`config.mk`:
```
export PLATFORM = sky130hd
export DESIGN_NAME = q_tx_serializer
export DESIGN_NICKNAME = d
export VERILOG_FILES = /design/src/rtl/q_tx_pkg.sv /design/src/rtl/uart_tx_byte.sv /design/src/rtl/q_tx_serializer.sv
export SDC_FILE = /design/constraint.sdc
export NUM_CORES = 1
export LEC_CHECK = 0
export BUFFER_PORTS_ARGS = -buffer_cell sky130_fd_sc_hd__buf_2
export CORE_MARGIN = 2
export CORE_UTILIZATION = 51
export CTS_BUF_LIST = sky130_fd_sc_hd__clkbuf_8
export DETAILED_ROUTE_END_ITERATION = 10
export GPL_TIMING_DRIVEN = 0
export PLACE_DENSITY = 0.79
export SLEW_MARGIN = 20
export SYNTH_ARGS = -nofsm -noshare
export SYNTH_HDL_FRONTEND = slang
export SYNTH_SLANG_ARGS = --single-unit
```
`constraint.sdc`:
```
create_clock -name clock -period 2.2 [get_ports clock]
set_clock_uncertainty 0.1 [all_clocks]
set_input_delay 0.22 -clock clock [delete_from_list [all_inputs] [get_ports clock]]
set_output_delay 0.22 -clock clock [all_outputs]
set_load 0.05 [all_outputs]
```
`src/rtl/q_tx_pkg.sv`:
```
// Shared types and framing helpers for the result serializer.
// Q_TX_PARITY_EN adds an even-parity bit (8E1) to every UART frame.
package q_tx_pkg;

  localparam int unsigned UART_DATA_BITS = 8;
  localparam int unsigned UART_STOP_BITS = 1;

  typedef enum logic [2:0] {
    StIdle   = 3'd0,
    StStart  = 3'd1,
    StData   = 3'd2,
    StStop   = 3'd3,
    StNext   = 3'd4
`ifdef Q_TX_PARITY_EN
    , StParity = 3'd5
`endif
  } q_tx_state_e;

  // Cycles per byte on the line, including the one-cycle NEXT gap.
  function automatic int unsigned frame_cycles(input int unsigned clks_per_bit,
                                               input bit          parity);
    return (1 + UART_DATA_BITS + (parity ? 32'd1 : 32'd0) + UART_STOP_BITS) * clks_per_bit
           + 1;
  endfunction

endpackage

```
`src/rtl/uart_tx_byte.sv`:
```
// One UART frame per accepted byte: START, DATA (LSB first), optional PARITY, STOP.
// Q_TX_PARITY_EN inserts the even-parity bit. i_byte must stay stable until o_byte_done.
module uart_tx_byte
  import q_tx_pkg::*;
#(
  parameter int unsigned CLKS_PER_BIT = 868
) (
  input  logic       clock,
  input  logic       reset,
  input  logic       i_byte_valid,
  output logic       o_byte_ready,
  input  logic [7:0] i_byte,
  output logic       o_byte_done,
  output logic       o_tx
);

  localparam int unsigned BaudW = (CLKS_PER_BIT > 1) ? $clog2(CLKS_PER_BIT) : 1;
  localparam logic [BaudW-1:0] BaudLast = BaudW'(CLKS_PER_BIT - 1);

  q_tx_state_e      r_state, w_state_d;
  logic [BaudW-1:0] r_baud, w_baud_d;
  logic [2:0]       r_bit, w_bit_d;
  logic             w_wrap;

  assign w_wrap = (r_baud == BaudLast);

  always_comb begin
    w_state_d    = r_state;
    w_baud_d     = w_wrap ? '0 : r_baud + 1'b1;
    w_bit_d      = r_bit;
    o_tx         = 1'b1;
    o_byte_ready = 1'b0;
    o_byte_done  = 1'b0;
    case (r_state)
      StIdle: begin
        o_byte_ready = 1'b1;
        w_baud_d     = '0;
        if (i_byte_valid) w_state_d = StStart;
      end
      StStart: begin
        o_tx = 1'b0;
        if (w_wrap) begin
          w_state_d = StData;
          w_bit_d   = '0;
        end
      end
      StData: begin
        o_tx = i_byte[r_bit];
        if (w_wrap) begin
          w_bit_d = r_bit + 1'b1;
`ifdef Q_TX_PARITY_EN
          if (r_bit == 3'd7) w_state_d = StParity;
`else
          if (r_bit == 3'd7) w_state_d = StStop;
`endif
        end
      end
`ifdef Q_TX_PARITY_EN
      StParity: begin
        o_tx = ^i_byte;
        if (w_wrap) w_state_d = StStop;
      end
`endif
      StStop: begin
        if (w_wrap) begin
          w_state_d   = StIdle;
          o_byte_done = 1'b1;
        end
      end
      default: w_state_d = StIdle;
    endcase
  end

  always_ff @(posedge clock or negedge reset) begin
    if (!reset) begin
      r_state <= StIdle;
      r_baud  <= '0;
      r_bit   <= '0;
    end else begin
      r_state <= w_state_d;
      r_baud  <= w_baud_d;
      r_bit   <= w_bit_d;
    end
  end

endmodule

```
`src/rtl/q_tx_serializer.sv`:
```
// Captures a Q_WIDTH result and sends it as Q_WIDTH/8 UART bytes, then pulses tx_done.
// Q_TX_PARITY_EN switches every byte to 8E1 framing.
module q_tx_serializer
  import q_tx_pkg::*;
#(
  parameter int unsigned Q_WIDTH        = 256,
  parameter int unsigned CLKS_PER_BIT   = 868,
  parameter bit          MSB_BYTE_FIRST = 1'b1
) (
  input  logic               clock,
  input  logic               reset,
  input  logic               in_valid,
  input  logic [Q_WIDTH-1:0] Q,
  output logic               in_ready,
  output logic               Tx,
  output logic               busy,
  output logic               tx_done
);

  localparam int unsigned NBytes = Q_WIDTH / 8;
  localparam int unsigned CntW   = (NBytes > 1) ? $clog2(NBytes) : 1;
  localparam logic [CntW-1:0] CntLast = CntW'(NBytes - 1);
`ifdef Q_TX_PARITY_EN
  localparam bit Parity = 1'b1;
`else
  localparam bit Parity = 1'b0;
`endif
  localparam int unsigned FrameLen = frame_cycles(CLKS_PER_BIT, Parity);

  // StStart here spans the whole frame; the byte sender tracks the bit phases.
  q_tx_state_e      r_state, w_state_d;
  logic [Q_WIDTH-1:0] r_shift;
  logic [CntW-1:0]  r_byte_cnt;
  logic             w_load, w_advance, w_byte_valid, w_byte_ready, w_byte_done;
  logic [7:0]       w_cur_byte;
  int unsigned      r_frame_len;

  assign w_cur_byte = MSB_BYTE_FIRST ? r_shift[Q_WIDTH-1 -: 8] : r_shift[7:0];

  always_comb begin
    w_state_d    = r_state;
    w_load       = 1'b0;
    w_advance    = 1'b0;
    w_byte_valid = 1'b0;
    case (r_state)
      StIdle: begin
        if (in_valid) begin
          w_load       = 1'b1;
          w_byte_valid = 1'b1;
          w_state_d    = StStart;
        end
      end
      StStart: if (w_byte_done) w_state_d = StNext;
      StNext: begin
        w_advance = 1'b1;
        if (r_byte_cnt == CntLast) begin
          w_state_d = StIdle;
        end else begin
          w_byte_valid = 1'b1;
          w_state_d    = StStart;
        end
      end
      default: w_state_d = StIdle;
    endcase
  end

  always_ff @(posedge clock or negedge reset) begin
    if (!reset) begin
      r_state    <= StIdle;
      r_shift    <= '0;
      r_byte_cnt <= '0;
    end else begin
      r_state <= w_state_d;
      if (w_load) begin
        r_shift    <= Q;
        r_byte_cnt <= '0;
      end else if (w_advance) begin
        r_shift    <= MSB_BYTE_FIRST ? (r_shift << 8) : (r_shift >> 8);
        r_byte_cnt <= (r_byte_cnt == CntLast) ? '0 : r_byte_cnt + 1'b1;
      end
    end
  end

  assign busy     = (r_state != StIdle);
  assign in_ready = !busy;
  assign tx_done  = (r_state == StNext) && (r_byte_cnt == CntLast);

  uart_tx_byte #(
    .CLKS_PER_BIT (CLKS_PER_BIT)
  ) u_byte (
    .clock        (clock),
    .reset        (reset),
    .i_byte_valid (w_byte_valid),
    .o_byte_ready (w_byte_ready),
    .i_byte       (w_cur_byte),
    .o_byte_done  (w_byte_done),
    .o_tx         (Tx)
  );

  // Frame-length self-check: the sender must finish exactly one NEXT cycle short of a frame.
  always_ff @(posedge clock or negedge reset) begin
    if (!reset) r_frame_len <= 0;
    else if (r_state == StStart) r_frame_len <= r_frame_len + 1;
    else r_frame_len <= 0;
  end

  always_ff @(posedge clock) begin
    if (reset) begin
      if (w_byte_done) assert (r_frame_len == FrameLen - 2);
      if (w_byte_valid) assert (w_byte_ready);
    end
  end

endmodule

```
==> impl_metrics.yaml <==
logic_synthesis:
  syn-cell-area_mm2: 0.0118
  syn_nets: 1496
  yosysUniqueCellTypes: 39
  ys_warn_count: 0
  seq_area_frac_synth_pct: 58.9
  ys_ff_latch: 278
  syn_area_per_cell_um2: 9.63
  async_flop_share_pct: 100
  synth-edff-count: 0
  synth_flop_cell: "dfrtp_1"
  syn_inst: 1228
worst_setup_path:
  critPathLaunch: "u_byte.r_bit[0]$_DFFE_PN0P_"
  r2r_slack_ns: -0.02
  path_common_cell: "mux2i_2"
  endpoint: "Tx"
  required_ns: 1.88
  crit_slowest_cell: "mux4_2"
  endpoint_kind: "primary output"
  arrival_ns: 1.94
  worst-path-max-fanout: 3
  r2r_start: "r_byte_cnt[0]$_DFFE_PN0P_"
  worstRegToRegCells: 7
  rr_endpoint: "u_byte.r_state[1]$_DFFE_PN0P_"
  crit_type: "flop to primary output"
  cp_cell_sequence: "mux4_2, mux2i_2, mux2i_2, buf_6"
  crit_path_start_kind: "flop"
  cp_slowest_stage_delay_ns: 0.52
final_layout:
  final_cells: 2134
  syn2layout_area_growth_pct: 45.4
  fillCellCount: 1383
  drive_gt1_share_pct: 21.0
  final_common_cell: "nand2_1"
  layout.nets: 2075
  final_area_mm2: 0.0172
  layout_common_cells: "nand2_1 (520), buf_2 (287), dfrtp_1 (275), dlygate4sd3_1 (257), a22oi_1 (248)"
floorplan:
  die-area_mm2: 0.0244
  die_w_um: 156
  num_rows: 55
  die_height_um: 156
  core_area_mm2: 0.0227
  initial_core_util_pct: 52.0
  io_pins: 263
sta:
  rsz0062_at_grt: "true"
  post-route-period-util_pct: 103
  worstMarginPinSlew_ns: 0.547
  period_minus_slack_ns: 2.26
  slew_headroom_pct: 63.5
  fmax_ghz: 0.443
  fin_setup_tns_ns: -0.0767
  drv_slew: 0
  setup_viol: 2
  fin_ws_ns: -0.0573
  hold_viol_final: 0
global_route:
  grt_pass1_vias: 12800
  grt.total_usage_pct: 32.9
  grt_max_degree: 97
  antenna_found_initial: 3
  grt_pass1_wl_mm: 63.6
  gr-total-overflow: 0
job:
  maxCapViolations: 0
placed_design:
  dpl.hpwl_mm: 22.7
  dp_cells: 1778
  gp_congestion: 0.841
  port_buffers: 262
  dpl_cell_area_mm2: 0.0136
clock_network:
  root_buffer: "clkbuf_8"
  numCtsBuffers: 46
  cts.clk_slew.worst_paths_ns: 0.06
  cts_tree: "yes"
  insertion_delay_ns: 0.55
  htree_levels: 2
  cts_buffer_depth: 3
  clock_sinks: 278
pwr:
  total_power_uw: 14400
  leakagePower_uw: 0.00890
  ir_worst_vdd_mv: 0.551
  p_per_area_mw_per_mm2: 838
worst_hold_path:
  hold_path.class: "primary input to async pin"
run_status:
  violations: "negative setup slack"
  status: "finished with violations"
drt:
  wire_per_inst_um: 18.9
  via_count: 12200
  routed_wl_mm: 40.3
  firstDrtPassIters: 6
  drtIter0Drc: 1299
  drcViolationCount: 0
  ant_nets: 0
  viasPerCell: 5.71
[Yosys cell counts, types with 5 or more instances]
library cell	count	share of area [%]
buf_2	31	1.3
xor2_1	6	0.44
clkbuf_1	41	1.3
buf_1	16	0.51
nand3_1	13	0.55
inv_1	5	0.16
a22oi_1	248	16
ha_1	9	0.95
nand2_1	520	17
nor2_1	14	0.44
o21ai_0	7	0.30
dfrtp_1	278	59
[sequential cells by signal, indices dropped and copies added (netlist names)]
register,count
r_shift,256
u_byte.r_baud,10
r_byte_cnt,5
u_byte.r_bit,3
r_state,2
u_byte.r_state,2
[stage by stage]
stage               worst slack [ns]  hold slack (ns)  utilization, %
floorplan                   0.000593           -0.176               -
global placement               -4.27            0.314            59.4
detailed placement            -0.120           0.0814            59.8
CTS                           -0.164           0.0926            75.2
global route                  -0.133            0.122            75.6
finish                       -0.0573            0.100            75.7
[per-layer routing]
metal  vias up  GRT usage, %  part of all wire, %
li1       5397             -                    -
met1      5799          38.3                   37
met2       787          57.0                   50
met3       204          8.00                  8.9
met4         0          16.7                  4.7
met5         -             0                    0
[logic make-up after synthesis]
family	after synthesis	synth area share (%)
XOR/XNOR	8	0.593
multiplexers	5	0.677
adder cells (fa/ha/maj)	9	0.953
AND/OR/NAND/NOR	570	18.9
flip-flops	278	58.9
buffers and inverters	94	3.32
AO/OA/AOI/OAI	264	16.7
[critical path, delay by kind of cell, from the launching register on]
family                 cells  cell delay, ns
multiplexers               3            0.84
buffers and inverters      1            0.17
flip-flops                 1            0.40
[report_power, final]
part	switching [uW]	total, uW	internal, uW
combinational	1490	2770	1280
clock	2040	4260	2220
sequential	916	7380	6460
[worst min-delay path by stage]
stage | start | to | cells after the start | slack (ns)
global placement | Q[3] | r_shift[3]$_DFFE_PN0P_ | 3 | 0.31
finish | reset | r_shift[217]$_DFFE_PN0P_ | 2 | 0.1
detailed placement | reset | r_shift[232]$_DFFE_PN0P_ | 1 | 0.08
global route | reset | r_shift[240]$_DFFE_PN0P_ | 2 | 0.12
floorplan | reset | r_byte_cnt[0]$_DFFE_PN0P_ | 0 | -0.18
CTS | reset | r_shift[240]$_DFFE_PN0P_ | 2 | 0.09
[final cells by class]
type / count / area (um2) / share of cell area [%]
multi-input combinational: 856 / 4510 / 26.3
timing repair buffer: 533 / 4070 / 23.7
clock inverter: 29 / 118 / 0.684
clock buffer: 54 / 743 / 4.32
sequential: 278 / 6960 / 40.5
antenna: 7 / 17.5 / 0.102
buffer: 87 / 388 / 2.26
tap: 285 / 357 / 2.07
inverter: 5 / 18.8 / 0.109
[repair_timing]
action / 4_1_cts / 5_1_grt
pin swaps: 3 / 2
endpoints found under the setup margin: 3 / 85
gates resized for setup: 17 / 6
hold buffers: 257 / 0
endpoints found under the hold margin: 438 / 0
setup buffers: 2 / 9
Note: power is estimated with default switching activity, not from simulation.
